File: config.mk
export PLATFORM = sky130hd
export DESIGN_NAME = c_fetch_resp_flat
export DESIGN_NICKNAME = d
export VERILOG_FILES = /design/src/rtl/c_fetch_resp_pkg.sv /design/src/rtl/c_fetch_resp_if.sv /design/src/rtl/c_fetch_fifo.sv /design/src/rtl/c_fetch_resp.sv /design/src/flat_wrapper.sv
export SDC_FILE = /design/constraint.sdc
export NUM_CORES = 1
export LEC_CHECK = 0
export BUFFER_PORTS_ARGS = -buffer_cell sky130_fd_sc_hd__buf_2
export CAP_MARGIN = 20
export CORE_MARGIN = 2
export CORE_UTILIZATION = 53
export DETAILED_ROUTE_END_ITERATION = 12
export GPL_ROUTABILITY_DRIVEN = 0
export PLACE_DENSITY = 0.79
export SLEW_MARGIN = 20
export SYNTH_ARGS = -nofsm -noshare
export SYNTH_HDL_FRONTEND = slang
export SYNTH_SLANG_ARGS = --single-unit
File: constraint.sdc
create_clock -name clk -period 2.23 [get_ports clk]
set_input_delay 0.223 -clock clk [delete_from_list [all_inputs] [get_ports clk]]
set_output_delay 0.223 -clock clk [all_outputs]
set_load 0.02 [all_outputs]
File: src/rtl/c_fetch_resp_pkg.sv
// Shared types and defaults for the instruction-fetch responder.
// Holds the FSM state encoding, the buffered entry layout, and the default FIFO depth.
package c_fetch_resp_pkg;

   localparam int DEPTH_DEF    = 2;
   localparam int FETCH_ADDR_W = 32;

   typedef enum logic [1:0] {
      IDLE  = 2'd0,
      REQ   = 2'd1,
      DRAIN = 2'd2
   } type_fetch_state_e;

   typedef struct packed {
      logic [FETCH_ADDR_W-1:0] addr;
      logic [31:0]             data;
   } type_fetch_entry_s;

endpackage

File: src/rtl/c_fetch_resp_if.sv
// Bus between the C-extension realigner / instruction memory and the fetch responder.
// mem_req_o is a level request held until mem_ack_i; rsp_valid_o/rsp_ready_i transfer the head when both are high on an edge.
interface c_fetch_resp_if
   import c_fetch_resp_pkg::*;
#(
   parameter int ADDR_W = 32
);
   logic              req_i;
   logic              req_kill_i;
   logic              flush_i;
   logic [ADDR_W-1:0] addr_i;
   logic              mem_req_o;
   logic [ADDR_W-1:0] mem_addr_o;
   logic              mem_ack_i;
   logic [31:0]       mem_rdata_i;
   logic              rsp_valid_o;
   logic [31:0]       rsp_data_o;
   logic [ADDR_W-1:0] rsp_addr_o;
   logic              rsp_ready_i;
   logic              busy_o;
   type_fetch_state_e dbg_state;

   modport slave (
      input  req_i, req_kill_i, flush_i, addr_i, mem_ack_i, mem_rdata_i, rsp_ready_i,
      output mem_req_o, mem_addr_o, rsp_valid_o, rsp_data_o, rsp_addr_o, busy_o, dbg_state
   );

   modport master (
      output req_i, req_kill_i, flush_i, addr_i, mem_ack_i, mem_rdata_i, rsp_ready_i,
      input  mem_req_o, mem_addr_o, rsp_valid_o, rsp_data_o, rsp_addr_o, busy_o, dbg_state
   );
endinterface

File: src/rtl/c_fetch_fifo.sv
// Small synchronous FIFO of {address, word} pairs with a same-edge clear.
// Head outputs read storage directly so the consumer sees the word without a register stage.
module c_fetch_fifo #(
   parameter int DEPTH = 2,
   parameter int AW    = 32,
   parameter int CW    = $clog2(DEPTH) + 1
) (
   input  logic          clk,
   input  logic          reset,
   input  logic          push,
   input  logic          pop,
   input  logic          clear,
   input  logic [AW-1:0] push_addr,
   input  logic [31:0]   push_data,
   output logic [CW-1:0] count,
   output logic [AW-1:0] head_addr,
   output logic [31:0]   head_data
);
   localparam int PW = $clog2(DEPTH);

   logic [AW-1:0] addr_mem [DEPTH];
   logic [31:0]   data_mem [DEPTH];
   logic [PW-1:0] rd_ptr;
   logic [PW-1:0] wr_ptr;

   assign head_addr = addr_mem[rd_ptr];
   assign head_data = data_mem[rd_ptr];

   // Clear takes priority over any push or pop on the same edge.
   always_ff @(posedge clk or negedge reset) begin
      if (!reset) begin
         rd_ptr <= '0;
         wr_ptr <= '0;
         count  <= '0;
         for (int i = 0; i < DEPTH; i++) begin
            addr_mem[i] <= '0;
            data_mem[i] <= '0;
         end
      end else if (clear) begin
         rd_ptr <= '0;
         wr_ptr <= '0;
         count  <= '0;
      end else begin
         if (push) begin
            addr_mem[wr_ptr] <= push_addr;
            data_mem[wr_ptr] <= push_data;
            wr_ptr           <= wr_ptr + PW'(1);
         end
         if (pop) rd_ptr <= rd_ptr + PW'(1);
         case ({push, pop})
            2'b10:   count <= count + CW'(1);
            2'b01:   count <= count - CW'(1);
            default: count <= count;
         endcase
      end
   end
endmodule

File: src/rtl/c_fetch_resp.sv
// Fetch responder: issues word-aligned memory reads for the realigner and buffers returned words.
// A killed or flushed read keeps its request up until the ack, then its data is dropped.
module c_fetch_resp
   import c_fetch_resp_pkg::*;
#(
   parameter int DEPTH  = DEPTH_DEF,
   parameter int ADDR_W = 32
) (
   input logic           clk,
   input logic           reset,
   c_fetch_resp_if.slave bus
);
   localparam int CW = $clog2(DEPTH) + 1;
   localparam logic [CW-1:0] FULL = CW'(DEPTH);

   type_fetch_state_e state;
   logic              mem_req;
   logic [ADDR_W-1:0] mem_addr;
   logic [CW-1:0]     count;
   logic              push;
   logic              pop;
   logic              cancel;

   assign cancel = bus.req_kill_i | bus.flush_i;
   assign push   = (state == REQ) && bus.mem_ack_i && !cancel;
   assign pop    = bus.rsp_valid_o && bus.rsp_ready_i;

   assign bus.mem_req_o   = mem_req;
   assign bus.mem_addr_o  = mem_addr;
   assign bus.rsp_valid_o = (count != '0);
   assign bus.busy_o      = (state != IDLE);
   assign bus.dbg_state   = state;

   // Count cannot rise while a read is outstanding, so the entry check is enough to prevent overflow.
   always_ff @(posedge clk or negedge reset) begin
      if (!reset) begin
         state    <= IDLE;
         mem_req  <= 1'b0;
         mem_addr <= '0;
      end else begin
         case (state)
            IDLE: begin
               if (bus.req_i && !cancel && (count < FULL)) begin
                  state    <= REQ;
                  mem_req  <= 1'b1;
                  mem_addr <= bus.addr_i & ~ADDR_W'(3);
               end
            end
            REQ: begin
               if (bus.mem_ack_i) begin
                  state   <= IDLE;
                  mem_req <= 1'b0;
               end else if (cancel) begin
                  state <= DRAIN;
               end
            end
            DRAIN: begin
               if (bus.mem_ack_i) begin
                  state   <= IDLE;
                  mem_req <= 1'b0;
               end
            end
            default: begin
               state   <= IDLE;
               mem_req <= 1'b0;
            end
         endcase
      end
   end

   c_fetch_fifo #(
      .DEPTH (DEPTH),
      .AW    (ADDR_W),
      .CW    (CW)
   ) u_fifo (
      .clk       (clk),
      .reset     (reset),
      .push      (push),
      .pop       (pop),
      .clear     (bus.flush_i),
      .push_addr (mem_addr),
      .push_data (bus.mem_rdata_i),
      .count     (count),
      .head_addr (bus.rsp_addr_o),
      .head_data (bus.rsp_data_o)
   );
endmodule

File: src/flat_wrapper.sv
// flat-port wrapper written by rule: the top's interface ports become plain ports
module c_fetch_resp_flat import c_fetch_resp_pkg::*;
#(
   parameter int DEPTH  = DEPTH_DEF,
   parameter int ADDR_W = 32
)
  (clk, reset, bus_req_i, bus_req_kill_i, bus_flush_i, bus_addr_i, bus_mem_ack_i, bus_mem_rdata_i, bus_rsp_ready_i, bus_mem_req_o, bus_mem_addr_o, bus_rsp_valid_o, bus_rsp_data_o, bus_rsp_addr_o, bus_busy_o, bus_dbg_state);
  c_fetch_resp_if #(.ADDR_W(ADDR_W)) bus_i ();
  input logic clk;
  input logic reset;
  input wire logic [$bits(bus_i.req_i)-1:0] bus_req_i;
  input wire logic [$bits(bus_i.req_kill_i)-1:0] bus_req_kill_i;
  input wire logic [$bits(bus_i.flush_i)-1:0] bus_flush_i;
  input wire logic [$bits(bus_i.addr_i)-1:0] bus_addr_i;
  input wire logic [$bits(bus_i.mem_ack_i)-1:0] bus_mem_ack_i;
  input wire logic [$bits(bus_i.mem_rdata_i)-1:0] bus_mem_rdata_i;
  input wire logic [$bits(bus_i.rsp_ready_i)-1:0] bus_rsp_ready_i;
  output wire logic [$bits(bus_i.mem_req_o)-1:0] bus_mem_req_o;
  output wire logic [$bits(bus_i.mem_addr_o)-1:0] bus_mem_addr_o;
  output wire logic [$bits(bus_i.rsp_valid_o)-1:0] bus_rsp_valid_o;
  output wire logic [$bits(bus_i.rsp_data_o)-1:0] bus_rsp_data_o;
  output wire logic [$bits(bus_i.rsp_addr_o)-1:0] bus_rsp_addr_o;
  output wire logic [$bits(bus_i.busy_o)-1:0] bus_busy_o;
  output wire logic [$bits(bus_i.dbg_state)-1:0] bus_dbg_state;
  assign bus_i.req_i = bus_req_i;
  assign bus_i.req_kill_i = bus_req_kill_i;
  assign bus_i.flush_i = bus_flush_i;
  assign bus_i.addr_i = bus_addr_i;
  assign bus_i.mem_ack_i = bus_mem_ack_i;
  assign bus_i.mem_rdata_i = bus_mem_rdata_i;
  assign bus_i.rsp_ready_i = bus_rsp_ready_i;
  assign bus_mem_req_o = bus_i.mem_req_o;
  assign bus_mem_addr_o = bus_i.mem_addr_o;
  assign bus_rsp_valid_o = bus_i.rsp_valid_o;
  assign bus_rsp_data_o = bus_i.rsp_data_o;
  assign bus_rsp_addr_o = bus_i.rsp_addr_o;
  assign bus_busy_o = bus_i.busy_o;
  assign bus_dbg_state = bus_i.dbg_state;
  c_fetch_resp #(.DEPTH(DEPTH), .ADDR_W(ADDR_W)) u_core (.clk(clk), .reset(reset), .bus(bus_i));
endmodule
==> flow_summary.rst, run 1 <==
.. list-table::
   :header-rows: 1

   * - Metric
     - Value
   * - Clock net sink count
     - 161
   * - Max-capacitance violation count
     - 0
   * - Longest individual stage delay on the worst path
     - ~0.4 ns
   * - Met2 routing resource usage after global routing
     - between 30% and 40%
   * - Leading cell types by count after synthesis
     - sky130_fd_sc_hd__dfrtp_1 (161), sky130_fd_sc_hd__mux2_2 (149), sky130_fd_sc_hd__mux2_1 (68)
   * - Number of ports placed on the die boundary
     - 172
   * - TritonRoute pass-1 iters
     - 4
   * - Clock transition at the registers of the reported paths
     - 0.06 ns
   * - Hold Worst Slack
     - between 0.03 and 0.04 ns
   * - Critical Path Sink Type
     - register
   * - Post-Syn Area per Cell
     - 15.6 um^2
   * - Cell-internal power
     - 8.01 mW
   * - Starting DRT DRC Count
     - 166
   * - Min-Delay Path Depth
     - 2
   * - Starting utilization of the core area
     - 54.6%
   * - Number of antenna violations at the first check in global routing
     - 0
   * - Arrival time at the worst endpoint
     - 2.39 ns
   * - Launching element type of the critical path
     - register
   * - Part of the power in combinational logic
     - 34.3%
   * - P per Cell Area
     - 1390 nW/um^2
   * - Total vias in the final route
     - between 4000 and 5000
   * - Cell class contributing the biggest share of worst-path delay
     - buffers and inverters
   * - Die area
     - 14000 um^2
   * - Period minus WS final
     - between 2 and 2.5 ns
   * - Cells taking the most area after synthesis
     - sky130_fd_sc_hd__dfrtp_1 (58%), sky130_fd_sc_hd__mux2_2 (24%), sky130_fd_sc_hd__mux2_1 (11%)
   * - Area share of the largest cell type after synthesis
     - 58.3%
   * - GRT overflow
     - 0
   * - Count of H-tree levels built during CTS
     - 4
   * - Vias in the first global route
     - ~4600
   * - Number of unique standard cell types used by synthesis
     - 31
   * - Fraction of synthesis flops using an asynchronous set or reset pin
     - 100%
   * - Cell accounting for the most synthesized area
     - sky130_fd_sc_hd__dfrtp_1
   * - Number of failing hold endpoints at the final stage
     - 0
   * - R2R Path End
     - u_core.u_fifo.addr_mem[34]$_DFFE_PN0P_
   * - Half-perimeter wire length of the detailed placement result
     - just over 9000 um
   * - Class of the tightest hold or removal check
     - input pin to register
   * - Clock latency on the worst-skew pair
     - roughly 0.41 ns
   * - Fraction of the cycle the final worst path needs
     - 94.0%
   * - Part of the total power dissipated in sequential elements
     - 40.0%
   * - Most frequently used flop master after synthesis
     - sky130_fd_sc_hd__dfrtp_1
   * - Drc violations
     - 0
   * - Average vias per placed instance
     - 5.19
   * - Static leakage power
     - around 4.3 nW
   * - Worst vdd ir
     - 903 uV
   * - Relative area change from synthesis to final layout
     - 25.3%
   * - CTS tree
     - done
   * - Final antenna-violating net count
     - 0
   * - Core Box Area
     - about 13000 um^2
   * - Total number of nets in the final design
     - 693
   * - Final Max Slew Viols
     - 0
   * - Number of fill cells in the layout
     - 892
   * - Psw
     - around 4.0 mW
   * - Netlist Area Pre-Place
     - a little under 7000 um^2
   * - Met3 track demand over resource in global routing
     - ~5.0%
   * - Horizontal die dimension
     - around 120 um
   * - Cell with the biggest individual delay on the critical path
     - sky130_fd_sc_hd__dfrtp_1
   * - Fmax achieved
     - approximately 480 MHz
   * - Number of enable-type register cells in the synthesized netlist
     - 0
   * - Startpoint of the lowest-slack hold path
     - bus_mem_rdata_i[15]
   * - Ratio of cells with drive above 1 in the final layout
     - 58.3%
   * - Kind of critical path
     - register to register
   * - Buffer type at the clock tree root
     - sky130_fd_sc_hd__clkbuf_16
   * - Antenna diode count
     - 0
   * - Final design utilization
     - 68.4%
   * - Buffering stage count on the worst path with inverters included
     - 3
   * - Number of buffers added by the clock tree synthesis step
     - 17
   * - Worst-case reg-to-reg path depth
     - 7
   * - Met1 routing resource usage after global routing
     - between 20% and 30%
   * - Total Negative Setup Slacks
     - 0 ns
   * - Height of the chip
     - 118 um
   * - Most crowded layer after global routing
     - met2
   * - Worst reg-to-reg setup slack
     - about 0.13 ns
   * - Final count of negative-setup-slack endpoints
     - 0
   * - Routed Wire Length
     - 13900 um
   * - Gate count after technology mapping
     - 443
   * - Switching portion of total power
     - 33.3%
   * - Number of input and output port buffers inserted
     - 165
   * - Synth Warn #
     - 0
   * - Startpoint of the worst register-to-register path
     - u_core.bus.dbg_state[1]$_DFFE_PN0P_
   * - Pin count of the biggest net entering global routing
     - 75
   * - Placed instance area
     - 7940 um^2
   * - Average wire per standard cell
     - 17.3 um
   * - Final instance area
     - a little under 9000 um^2
   * - Capture endpoint of the worst hold path
     - u_core.u_fifo.data_mem[47]$_DFFE_PN0P_
   * - Cell Rows
     - 41
   * - Combined global-route utilization of all metal layers
     - between 20% and 30%
   * - Most numerous cell in the Yosys netlist
     - sky130_fd_sc_hd__dfrtp_1
   * - Status
     - complete, no violations
   * - CTS Buffer Depth
     - 2
   * - Crit-path max FO
     - 15
   * - Worst-path cell chain
     - inv_1 > ha_1 > nor4bb_2 > buf_4 > and2b_4 > clkbuf_16 > mux2_1
   * - Setup skew after layout
     - 0.00571 ns
   * - Required arrival time at the worst endpoint
     - ~2.5 ns
   * - Fraction of the yosys area taken by sequential cells
     - 58.3%
   * - Synth Register Bits
     - 161
   * - Clock network power share
     - ~26%
   * - Wire length of the first global-routing pass
     - about 23000 um
   * - Unrepaired setup endpoints after global routing
     - false
power by group through the flow:
stage	Clock [mW]	Sequential, mW	Combinational (mW)
5_1_grt	3.29	4.97	4.40
2_1_floorplan	0	4.99	2.50
4_1_cts	3.14	4.80	4.15
6_report	3.09	4.80	4.11
3_3_place_gp	0	4.70	3.99
3_5_place_dp	0	4.84	4.11
how the worst max path moves through the flow:
stage	start	end	slack (ns)	cells past startpoint
2_1_floorplan	u_core.bus.dbg_state[1]$_DFFE_PN0P_	u_core.u_fifo.addr_mem[34]$_DFFE_PN0P_	0.26	8
3_3_place_gp	u_core.bus.dbg_state[1]$_DFFE_PN0P_	u_core.u_fifo.data_mem[56]$_DFFE_PN0P_	0.15	7
3_5_place_dp	u_core.bus.dbg_state[1]$_DFFE_PN0P_	u_core.u_fifo.data_mem[53]$_DFFE_PN0P_	0.04	7
4_1_cts	u_core.bus.dbg_state[1]$_DFFE_PN0P_	u_core.u_fifo.data_mem[53]$_DFFE_PN0P_	0.01	7
5_1_grt	u_core.bus.dbg_state[1]$_DFFE_PN0P_	u_core.u_fifo.data_mem[53]$_DFFE_PN0P_	0.002	7
6_report	u_core.bus.dbg_state[1]$_DFFE_PN0P_	u_core.u_fifo.addr_mem[34]$_DFFE_PN0P_	0.13	7
per-stage QoR:
step	cells	worst slack (ns)	power, mW
6_report	803	0.133	12.0
3_5_place_dp	766	0.0355	8.95
5_1_grt	803	0.00226	12.7
2_1_floorplan	446	0.264	7.49
4_1_cts	799	0.0127	12.1
3_3_place_gp	766	0.154	8.69
cell type report:
type / instances / area (um^2) / area share (%)
sequential: 161 / 4030 / 46.5
multi-input combinational: 254 / 2710 / 31.3
timing repair buffer: 181 / 1050 / 12.1
clock buffer: 23 / 488 / 5.63
tap: 172 / 215 / 2.48
clock inverter: 9 / 153 / 1.76
inverter: 3 / 11.3 / 0.130
cells in the final DEF, fill, tap and decap left out, types with 2 or more instances in the layout:
master | netlist | layout
sky130_fd_sc_hd__nor3_1 | 2 | 2
sky130_fd_sc_hd__clkinv_2 | 0 | 2
sky130_fd_sc_hd__a21oi_1 | 3 | 3
sky130_fd_sc_hd__mux2_2 | 149 | 149
sky130_fd_sc_hd__mux2_1 | 68 | 68
sky130_fd_sc_hd__buf_12 | 0 | 5
sky130_fd_sc_hd__buf_4 | 5 | 8
sky130_fd_sc_hd__bufinv_16 | 0 | 4
sky130_fd_sc_hd__nand2b_1 | 4 | 4
sky130_fd_sc_hd__clkbuf_1 | 6 | 2
sky130_fd_sc_hd__nor2_1 | 2 | 2
sky130_fd_sc_hd__clkinvlp_4 | 0 | 3
sky130_fd_sc_hd__inv_1 | 3 | 3
sky130_fd_sc_hd__dfrtp_1 | 161 | 160
sky130_fd_sc_hd__clkbuf_8 | 0 | 4
sky130_fd_sc_hd__or2_2 | 3 | 3
sky130_fd_sc_hd__buf_2 | 10 | 164
sky130_fd_sc_hd__clkbuf_16 | 0 | 19
sky130_fd_sc_hd__conb_1 | 1 | 4
sky130_fd_sc_hd__ha_1 | 4 | 4
worst register-to-register path, delay by kind of cell (launching register included):
kind	cells	cell delay (ns)
and+or+nand+nor	2	0.48
muxes	1	0.34
DFF	1	0.41
buffers and inverters	3	0.55
adders and majority gates	1	0.20
routing by layer:
layer	wire, um	vias up
met4	223	0
li1	-	1924
met5	0	-
met1	5770	2117
met3	662	18
met2	7210	109
what timing repair did:
item,CTS,global route
setup endpoints to repair,0,58
hold buffers,1,0
setup buffers,0,2
gates resized for setup,0,2
endpoints found under the hold margin,23,0
registers in the layout, indices dropped and copies added, names as in the netlist:
| signal | count |
|---|---|
| u_core.u_fifo.wr_ptr | 1 |
| u_core.u_fifo.rd_ptr | 1 |
| u_core.u_fifo.data_mem | 64 |
| u_core.bus.mem_req_o | 1 |
| u_core.bus.mem_addr_o | 30 |
| u_core.u_fifo.addr_mem | 60 |
| u_core.u_fifo.count | 2 |
| u_core.bus.dbg_state | 2 |
kinds of logic after synthesis:
logic type	count (synthesis)	share of synthesized area, %
mux	218	35.5
flops	161	58.3
buf+inv	31	2.79
simple gates	21	2.01
compound gates	6	0.561
fa+ha+maj	4	0.724
other cells	1	0.0542
xor+xnor	1	0.127
Power figures use the tool's default switching activity.
==> run 2: changes to the inputs <==
PLACE_DENSITY = 0.84   (was 0.79)
==> flow_summary.rst, run 2 (same netlist as run 1, synthesis figures left out) <==
.. list-table::
   :header-rows: 1

   * - Metric
     - Value
   * - Status
     - complete, no violations
   * - Clock latency on the worst-skew pair
     - 0.41 ns (about the same)
   * - Cell Rows
     - 41 (unchanged)
   * - Headroom to the max-slew limit
     - 65.6%
   * - Fmax achieved
     - 495 MHz (+3.9%)
   * - Core Box Area
     - 12700 um^2 (unchanged)
   * - Met2 routing resource usage after global routing
     - 39.4% (+2.8 points)
   * - Final count of negative-setup-slack endpoints
     - 0 (unchanged)
   * - Horizontal die dimension
     - 118 um (unchanged)
   * - Height of the chip
     - 118 um (unchanged)
   * - Die area
     - 14000 um^2 (unchanged)
   * - Number of ports placed on the die boundary
     - 172 (unchanged)
   * - Critical path destination
     - u_core.u_fifo.data_mem[39]$_DFFE_PN0P_
   * - Largest register FFs
     - 64 (unchanged)
   * - Starting utilization of the core area
     - 54.6% (unchanged)
   * - Relative area change from synthesis to final layout
     - 23.5%
   * - Vias in the first global route
     - 4694 (+2.1%)
   * - Buffer type at the clock tree root
     - sky130_fd_sc_hd__clkbuf_16
   * - GRT overflow
     - 0 (unchanged)
   * - Unrepaired setup endpoints after global routing
     - false
   * - Half-perimeter wire length of the detailed placement result
     - 9870 um (+8.3%)
   * - Fraction of the cycle the final worst path needs
     - 90.5% (-3.5 points)
   * - Total number of nets in the final design
     - 689 (-0.58%)
   * - Starting DRT DRC Count
     - 129 (-22%)
   * - Setup skew after layout
     - 0.00680 ns (+0.00109 ns)
   * - Total Negative Setup Slacks
     - 0 ns (unchanged)
   * - Period minus WS final
     - 2.02 ns (-0.0787 ns)
   * - Clock net sink count
     - 161 (unchanged)
   * - P per Cell Area
     - 1370 nW/um^2 (-1.2%)
   * - Startpoint of the worst register-to-register path
     - u_core.bus.dbg_state[1]$_DFFE_PN0P_
   * - Drc violations
     - 0 (unchanged)
   * - Ratio of cells with drive above 1 in the final layout
     - 58.0% (-0.33 points)
   * - Number of failing hold endpoints at the final stage
     - 0 (unchanged)
   * - Commonest cells after routing, fill and taps aside
     - sky130_fd_sc_hd__buf_2 (164), sky130_fd_sc_hd__dfrtp_1 (160), sky130_fd_sc_hd__mux2_2 (149)
   * - CTS tree
     - done
   * - Routed Wire Length
     - 14100 um (+1.4%)
   * - Slew of the pin with the lowest slew margin
     - about 0.52 ns
   * - Most crowded layer after global routing
     - met2
   * - Worst vdd ir
     - 952 uV (+5.5%)
   * - Met3 track demand over resource in global routing
     - 4.54% (-0.43 points)
   * - Max-capacitance violation count
     - 0 (unchanged)
   * - Static leakage power
     - 4.28 nW (-1.4%)
   * - Wire length of the first global-routing pass
     - 23500 um (+3.4%)
   * - Worst-case reg-to-reg path depth
     - 6 (-1)
   * - Worst path setup slack after routing
     - 0.211 ns (+0.0787 ns)
   * - Number of antenna violations at the first check in global routing
     - 0 (unchanged)
   * - Number of input and output port buffers inserted
     - 165 (unchanged)
   * - Clock transition at the registers of the reported paths
     - 0.06 ns (about the same)
   * - Leading cell type in the layout, fill and taps excluded
     - sky130_fd_sc_hd__buf_2
   * - Final antenna-violating net count
     - 0 (unchanged)
   * - Total vias in the final route
     - 4226 (+1.4%)
   * - Final design utilization
     - 67.4% (-0.95 points)
   * - Hold Worst Slack
     - 0.0367 ns (+0.00517 ns)
   * - Largest register by flop count
     - u_core.u_fifo.data_mem
   * - Final Max Slew Viols
     - 0 (unchanged)
   * - TritonRoute pass-1 iters
     - 4 (unchanged)
   * - Combined global-route utilization of all metal layers
     - 21.5% (+0.98 points)
   * - Combined area of the multi-input logic cells
     - 2710 um^2 (about the same)
   * - Placement-stage worst setup slack
     - 0.134 ns (+0.0988 ns)
   * - Average wire per standard cell
     - 17.6 um (+2.1%)
   * - Worst reg-to-reg setup slack
     - 0.21 ns (+0.08 ns)
   * - Count of H-tree levels built during CTS
     - 4 (unchanged)
   * - Number of buffers added by the clock tree synthesis step
     - 17 (unchanged)
   * - Kind of critical path
     - register to register
   * - Launching element type of the critical path
     - register
   * - Class of the tightest hold or removal check
     - input pin to register
   * - Number of fill cells in the layout
     - 934 (+4.7%)
   * - Critical Path Sink Type
     - register
   * - Crit-path max FO
     - 35 (+20)
   * - Average vias per placed instance
     - 5.30 (+2.0%)
   * - Antenna diode count
     - 0 (unchanged)
   * - CTS Buffer Depth
     - 2 (unchanged)
   * - R2R Path End
     - u_core.u_fifo.data_mem[39]$_DFFE_PN0P_
   * - Required arrival time at the worst endpoint
     - 2.52 ns (about the same)
   * - Pin count of the biggest net entering global routing
     - 58 (-23%)
   * - Arrival time at the worst endpoint
     - 2.31 ns (-0.08 ns)
   * - Area taken by flip-flops and latches
     - 4030 um^2 (unchanged)
   * - Met1 routing resource usage after global routing
     - 24.7% (+0.72 points)
   * - Critical Path Start
     - u_core.bus.dbg_state[1]$_DFFE_PN0P_
==> run 2: how the worst min path moves through the flow <==
stage	startpoint	slack [ns]	cells past startpoint	end
after CTS	bus_mem_rdata_i[15]	0.02	2	u_core.u_fifo.data_mem[15]$_DFFE_PN0P_
after floorplan	reset	-0.07	0	u_core.bus.dbg_state[0]$_DFFE_PN0P_
final	bus_mem_rdata_i[15]	0.04	2	u_core.u_fifo.data_mem[15]$_DFFE_PN0P_
after detailed placement	reset	0.21	1	u_core.bus.mem_addr_o[23]$_DFFE_PN0P_
after global routing	bus_addr_i[25]	0.02	2	u_core.bus.mem_addr_o[25]$_DFFE_PN0P_
after global placement	reset	0.20	1	u_core.u_fifo.addr_mem[24]$_DFFE_PN0P_
==> run 2: layout make-up <==
class	count	area share [%]
clock buffer	20	5.23
clock inverter	11	1.35
sequential	161	47.2
tap	172	2.52
multi-input combinational	254	31.8
inverter	3	0.132
timing repair buffer	177	11.8
==> run 2: power by group <==
group / leakage [nW] / switching (mW) / internal [mW]
Combinational: 1.95 / 2.20 / 1.90
Clock: 0.267 / 1.10 / 1.66
Sequential: 2.07 / 0.734 / 4.10
Total: 4.28 / 4.04 / 7.66
==> run 2: repair_timing <==
item | CTS | global route
hold buffers | 1 | 0
endpoints found under the setup margin | 0 | 32
gates resized for setup | 0 | 1
endpoints found under the hold margin | 54 | 0
setup buffers | 0 | 0
==> run 2: worst max-delay path: stages (launching register included) <==
cell and delay, ns:
sky130_fd_sc_hd__dfrtp_1 0.40, sky130_fd_sc_hd__inv_1 0.14, sky130_fd_sc_hd__ha_1 0.18, sky130_fd_sc_hd__nor4bb_2 0.28, sky130_fd_sc_hd__and2b_2 0.26, sky130_fd_sc_hd__buf_12 0.25
sky130_fd_sc_hd__mux2_1 0.36
==> run 2: per-stage QoR <==
stage	cells	area [um^2]	total power [mW]
after CTS	798	8540	11.8
after floorplan	446	6930	7.49
final	798	8540	11.7
after detailed placement	766	7970	9.02
after global placement	766	7970	8.69
after global routing	798	8540	12.3
==> run 2: routing by layer <==
| metal | part of all wire [%] | routed length (um) | vias up |
|---|---|---|---|
| li1 | - | - | 1930 |
| met1 | 40 | 5610 | 2182 |
| met2 | 55 | 7700 | 96 |
| met3 | 3.4 | 483 | 18 |
| met4 | 1.9 | 265 | 0 |
| met5 | 0 | 0 | - |
==> run 3: changes to the inputs <==
CORE_UTILIZATION = 54   (was 53)
PLACE_DENSITY = 0.85   (was 0.84)
SYNTH_HIERARCHICAL = 1   (was not set)
==> flow_summary.rst, run 3 <==
.. list-table::
   :header-rows: 1

   * - Metric
     - Value
   * - Status
     - complete, no violations
   * - Min-Delay Path Depth
     - 2 (unchanged)
   * - Final Max Slew Viols
     - 0 (unchanged)
   * - Total number of nets in the final design
     - 703 (+2.0%)
   * - Longest individual stage delay on the worst path
     - 0.43 ns (+0.03 ns)
   * - Routed Wire Length
     - 14200 um (+1.2%)
   * - R2R Path End
     - u_core/u_fifo/addr_mem[33]$_DFFE_PN0P_
   * - Unrepaired setup endpoints after global routing
     - false
   * - Period minus WS final
     - 2.10 ns (+0.0844 ns)
   * - Number of buffers inserted by hold repair at cts
     - 1 (unchanged)
   * - Slew of the pin with the lowest slew margin
     - 0.520 ns (+0.00339 ns)
   * - Ratio of cells with drive above 1 in the final layout
     - 67.6% (+9.6 points)
   * - Count of H-tree levels built during CTS
     - 4 (unchanged)
   * - Number of antenna violations at the first check in global routing
     - 0 (unchanged)
   * - Final design utilization
     - 66.1% (-1.3 points)
   * - Worst-path cell chain
     - inv_1 > ha_1 > and3_1 > nor3b_4 > buf_12 > mux2_2
   * - Most frequently used flop master after synthesis
     - sky130_fd_sc_hd__dfrtp_1
   * - Startpoint of the worst register-to-register path
     - u_core/bus.dbg_state[1]$_DFFE_PN0P_
   * - Number of failing hold endpoints at the final stage
     - 0 (unchanged)
   * - Fraction of the cycle the final worst path needs
     - 94.3% (+3.8 points)
   * - CTS Buffer Depth
     - 2 (unchanged)
   * - Clock transition at the registers of the reported paths
     - 0.06 ns (about the same)
   * - Buffering stage count on the worst path with inverters included
     - 2 (unchanged)
   * - Final total power
     - 11.5 mW (-1.8%)
   * - Headroom to the max-slew limit
     - 65.4% (-0.23 points)
   * - Cell with the biggest individual delay on the critical path
     - sky130_fd_sc_hd__dfrtp_1
   * - P per Cell Area
     - 1260 nW/um^2 (-7.9%)
   * - Final antenna-violating net count
     - 0 (unchanged)
   * - Crit-path max FO
     - 38 (+8.6%)
   * - Final count of negative-setup-slack endpoints
     - 0 (unchanged)
   * - Total Negative Setup Slacks
     - 0 ns (unchanged)
   * - Final instance area
     - 9100 um^2 (+6.5%)
   * - Leading cell types by count after synthesis
     - sky130_fd_sc_hd__dfrtp_1 (165), sky130_fd_sc_hd__mux2_2 (132), sky130_fd_sc_hd__mux2_4 (90)
   * - Wire length of the first global-routing pass
     - 22500 um (-4.0%)
   * - GRT overflow
     - 0 (unchanged)
   * - Combined global-route utilization of all metal layers
     - 19.6% (-1.9 points)
   * - Launching element type of the critical path
     - register
   * - Cells taking the most area after synthesis
     - sky130_fd_sc_hd__dfrtp_1 (55%), sky130_fd_sc_hd__mux2_2 (20%), sky130_fd_sc_hd__mux2_4 (18%)
   * - Critical Path Sink Type
     - register
   * - Synth Register Bits
     - 165 (+2.5%)
   * - Height of the chip
     - 122 um (+3.4%)
   * - Fmax achieved
     - 476 MHz (-4.0%)
   * - Fraction of the yosys area taken by sequential cells
     - 54.7% (-3.5 points)
   * - Fraction of synthesis flops using an asynchronous set or reset pin
     - 100% (unchanged)
   * - Required arrival time at the worst endpoint
     - 2.53 ns (about the same)
   * - Number of ports placed on the die boundary
     - 172 (unchanged)
   * - Netlist Area Pre-Place
     - 7550 um^2 (+9.1%)
   * - Pin count of the biggest net entering global routing
     - 66 (+14%)
   * - Post-cts gate resize count
     - 0 (unchanged)
   * - Number of buffers added by the clock tree synthesis step
     - 17 (unchanged)
   * - Starting utilization of the core area
     - 54.8% (+0.21 points)
   * - Max-capacitance violation count
     - 0 (unchanged)
   * - Commonest cells after routing, fill and taps aside
     - sky130_fd_sc_hd__buf_2 (166), sky130_fd_sc_hd__dfrtp_1 (164), sky130_fd_sc_hd__mux2_2 (132)
   * - Gate count after technology mapping
     - 454 (+2.5%)
   * - Area share of the largest cell type after synthesis
     - 54.7% (-3.5 points)
   * - Cell Rows
     - 43 (+4.9%)
   * - Core Box Area
     - 13800 um^2 (+8.7%)
   * - Worst vdd ir
     - 782 uV (-18%)
   * - Clock net sink count
     - 165 (+2.5%)
   * - Relative area change from synthesis to final layout
     - 20.6%
   * - Die area
     - 14900 um^2 (+6.9%)
   * - Number of instances in the placed design
     - 789 (+3.0%)
   * - Average wire per standard cell
     - 17.3 um (-1.8%)
   * - CTS tree
     - done
   * - Buffer type at the clock tree root
     - sky130_fd_sc_hd__clkbuf_16
   * - Capture endpoint of the worst hold path
     - u_core/bus.mem_addr_o[8]$_DFFE_PN0P_
   * - Half-perimeter wire length of the detailed placement result
     - 9390 um (-4.9%)
   * - Horizontal die dimension
     - 122 um (+3.4%)
   * - Startpoint of the lowest-slack hold path
     - bus_addr_i[8]
   * - Starting DRT DRC Count
     - 230 (+78%)
   * - Static leakage power
     - 4.80 nW (+12%)
   * - Vias in the first global route
     - 4545 (-3.2%)
   * - Clock latency on the worst-skew pair
     - 0.41 ns (about the same)
   * - Number of input and output port buffers inserted
     - 167 (+1.2%)
   * - Worst-case reg-to-reg path depth
     - 6 (unchanged)
   * - Class of the tightest hold or removal check
     - input pin to register
   * - Drc violations
     - 0 (unchanged)
   * - Post-layout instance count excluding filler cells
     - 822 (+3.0%)
   * - Post-Syn Area per Cell
     - 16.6 um^2 (+6.5%)
   * - Cell class contributing the biggest share of worst-path delay
     - simple AND/OR/NAND/NOR gates
   * - Average vias per placed instance
     - 5.22 (-1.4%)
   * - Antenna diode count
     - 0 (unchanged)
   * - Arrival time at the worst endpoint
     - 2.40 ns (+0.09 ns)
   * - Worst reg-to-reg setup slack
     - 0.13 ns (-0.08 ns)
   * - Number of enable-type register cells in the synthesized netlist
     - 0 (unchanged)
   * - Synth Warn #
     - 6 (+6)
   * - Cell accounting for the most synthesized area
     - sky130_fd_sc_hd__dfrtp_1
   * - Number of unique standard cell types used by synthesis
     - 32 (+3.2%)
   * - Setup skew after layout
     - 0.00731 ns (+0.000504 ns)
   * - Kind of critical path
     - register to register
   * - Leading cell type in the layout, fill and taps excluded
     - sky130_fd_sc_hd__buf_2
   * - Placed instance area
     - 8520 um^2 (+6.9%)
   * - TritonRoute pass-1 iters
     - 3 (-1)
   * - Setup fix buffers added after clock tree synthesis
     - 0 (unchanged)
   * - Most numerous cell in the Yosys netlist
     - sky130_fd_sc_hd__dfrtp_1
   * - Total vias in the final route
     - 4294 (+1.6%)
==> run 3: cell types whose count changed after synthesis, moves of 2 or more <==
cell                       before  now
sky130_fd_sc_hd__nand2b_1       4    1
sky130_fd_sc_hd__dfrtp_1      161  165
sky130_fd_sc_hd__buf_4          5    3
sky130_fd_sc_hd__or2_2          3    1
sky130_fd_sc_hd__clkbuf_1       6    0
sky130_fd_sc_hd__mux2_1        68    0
sky130_fd_sc_hd__mux2_2       149  132
sky130_fd_sc_hd__nor2_1         2    6
sky130_fd_sc_hd__xnor2_1        0    3
sky130_fd_sc_hd__buf_12         0    6
sky130_fd_sc_hd__mux2_4         0   90
sky130_fd_sc_hd__buf_2         10    7
sky130_fd_sc_hd__buf_6          6   10
==> run 3: how the worst max path moves through the flow <==
| stage | start | to | cells past startpoint |
|---|---|---|---|
| 2_1_floorplan | u_core/bus.dbg_state[1]$_DFFE_PN0P_ | u_core/u_fifo/addr_mem[36]$_DFFE_PN0P_ | 7 |
| 3_5_place_dp | u_core/bus.dbg_state[1]$_DFFE_PN0P_ | u_core/u_fifo/addr_mem[33]$_DFFE_PN0P_ | 6 |
| 5_1_grt | u_core/bus.dbg_state[1]$_DFFE_PN0P_ | u_core/u_fifo/addr_mem[33]$_DFFE_PN0P_ | 6 |
| 6_report | u_core/bus.dbg_state[1]$_DFFE_PN0P_ | u_core/u_fifo/addr_mem[33]$_DFFE_PN0P_ | 6 |
| 4_1_cts | u_core/bus.dbg_state[1]$_DFFE_PN0P_ | u_core/u_fifo/addr_mem[33]$_DFFE_PN0P_ | 6 |
| 3_3_place_gp | u_core/bus.dbg_state[1]$_DFFE_PN0P_ | u_core/u_fifo/addr_mem[33]$_DFFE_PN0P_ | 6 |
==> run 3: power breakdown <==
| part | internal, mW | leakage, nW | switching (mW) |
|---|---|---|---|
| logic | 2.14 | 2.33 | 2.14 |
| clock network | 1.68 | 0.284 | 1.16 |
| registers | 3.77 | 2.19 | 0.601 |
| total | 7.59 | 4.80 | 3.89 |
==> run 3: per-stage QoR <==
| stage | hold slack, ns | worst slack [ns] |
|---|---|---|
| floorplan | -0.0726 | 0.235 |
| global placement | 0.212 | 0.224 |
| detailed placement | 0.223 | 0.143 |
| CTS | 0.0148 | 0.126 |
| global route | 0.0111 | 0.0213 |
| finish | 0.0346 | 0.127 |
==> run 3: area by class of cell <==
type	count	area [um^2]
Clock buffer	20	447
Clock inverter	12	128
Fill cell	1009	4670
Inverter	3	11.3
Multi-Input combinational cell	265	3140
Sequential cell	165	4130
Tap cell	180	225
Timing Repair Buffer	177	1020
==> run 3: cell families after synthesis <==
logic type / count (synthesis) / synth area share (%)
buf+inv: 29 / 4.00
other cells: 1 / 0.0497
flops: 165 / 54.7
mux: 222 / 37.6
xor+xnor: 4 / 0.464
compound gates: 8 / 0.663
fa+ha+maj: 3 / 0.497
simple gates: 22 / 2.01
==> run 3: layer usage <==
metal / GRT usage [%] / vias up / part of all wire, %
met3: 4.97 / 16 / 4.7
li1: - / 1963 / -
met4: 6.82 / 0 / 1.7
met5: 0 / - / 0
met1: 24.1 / 2212 / 41
met2: 33.5 / 103 / 52
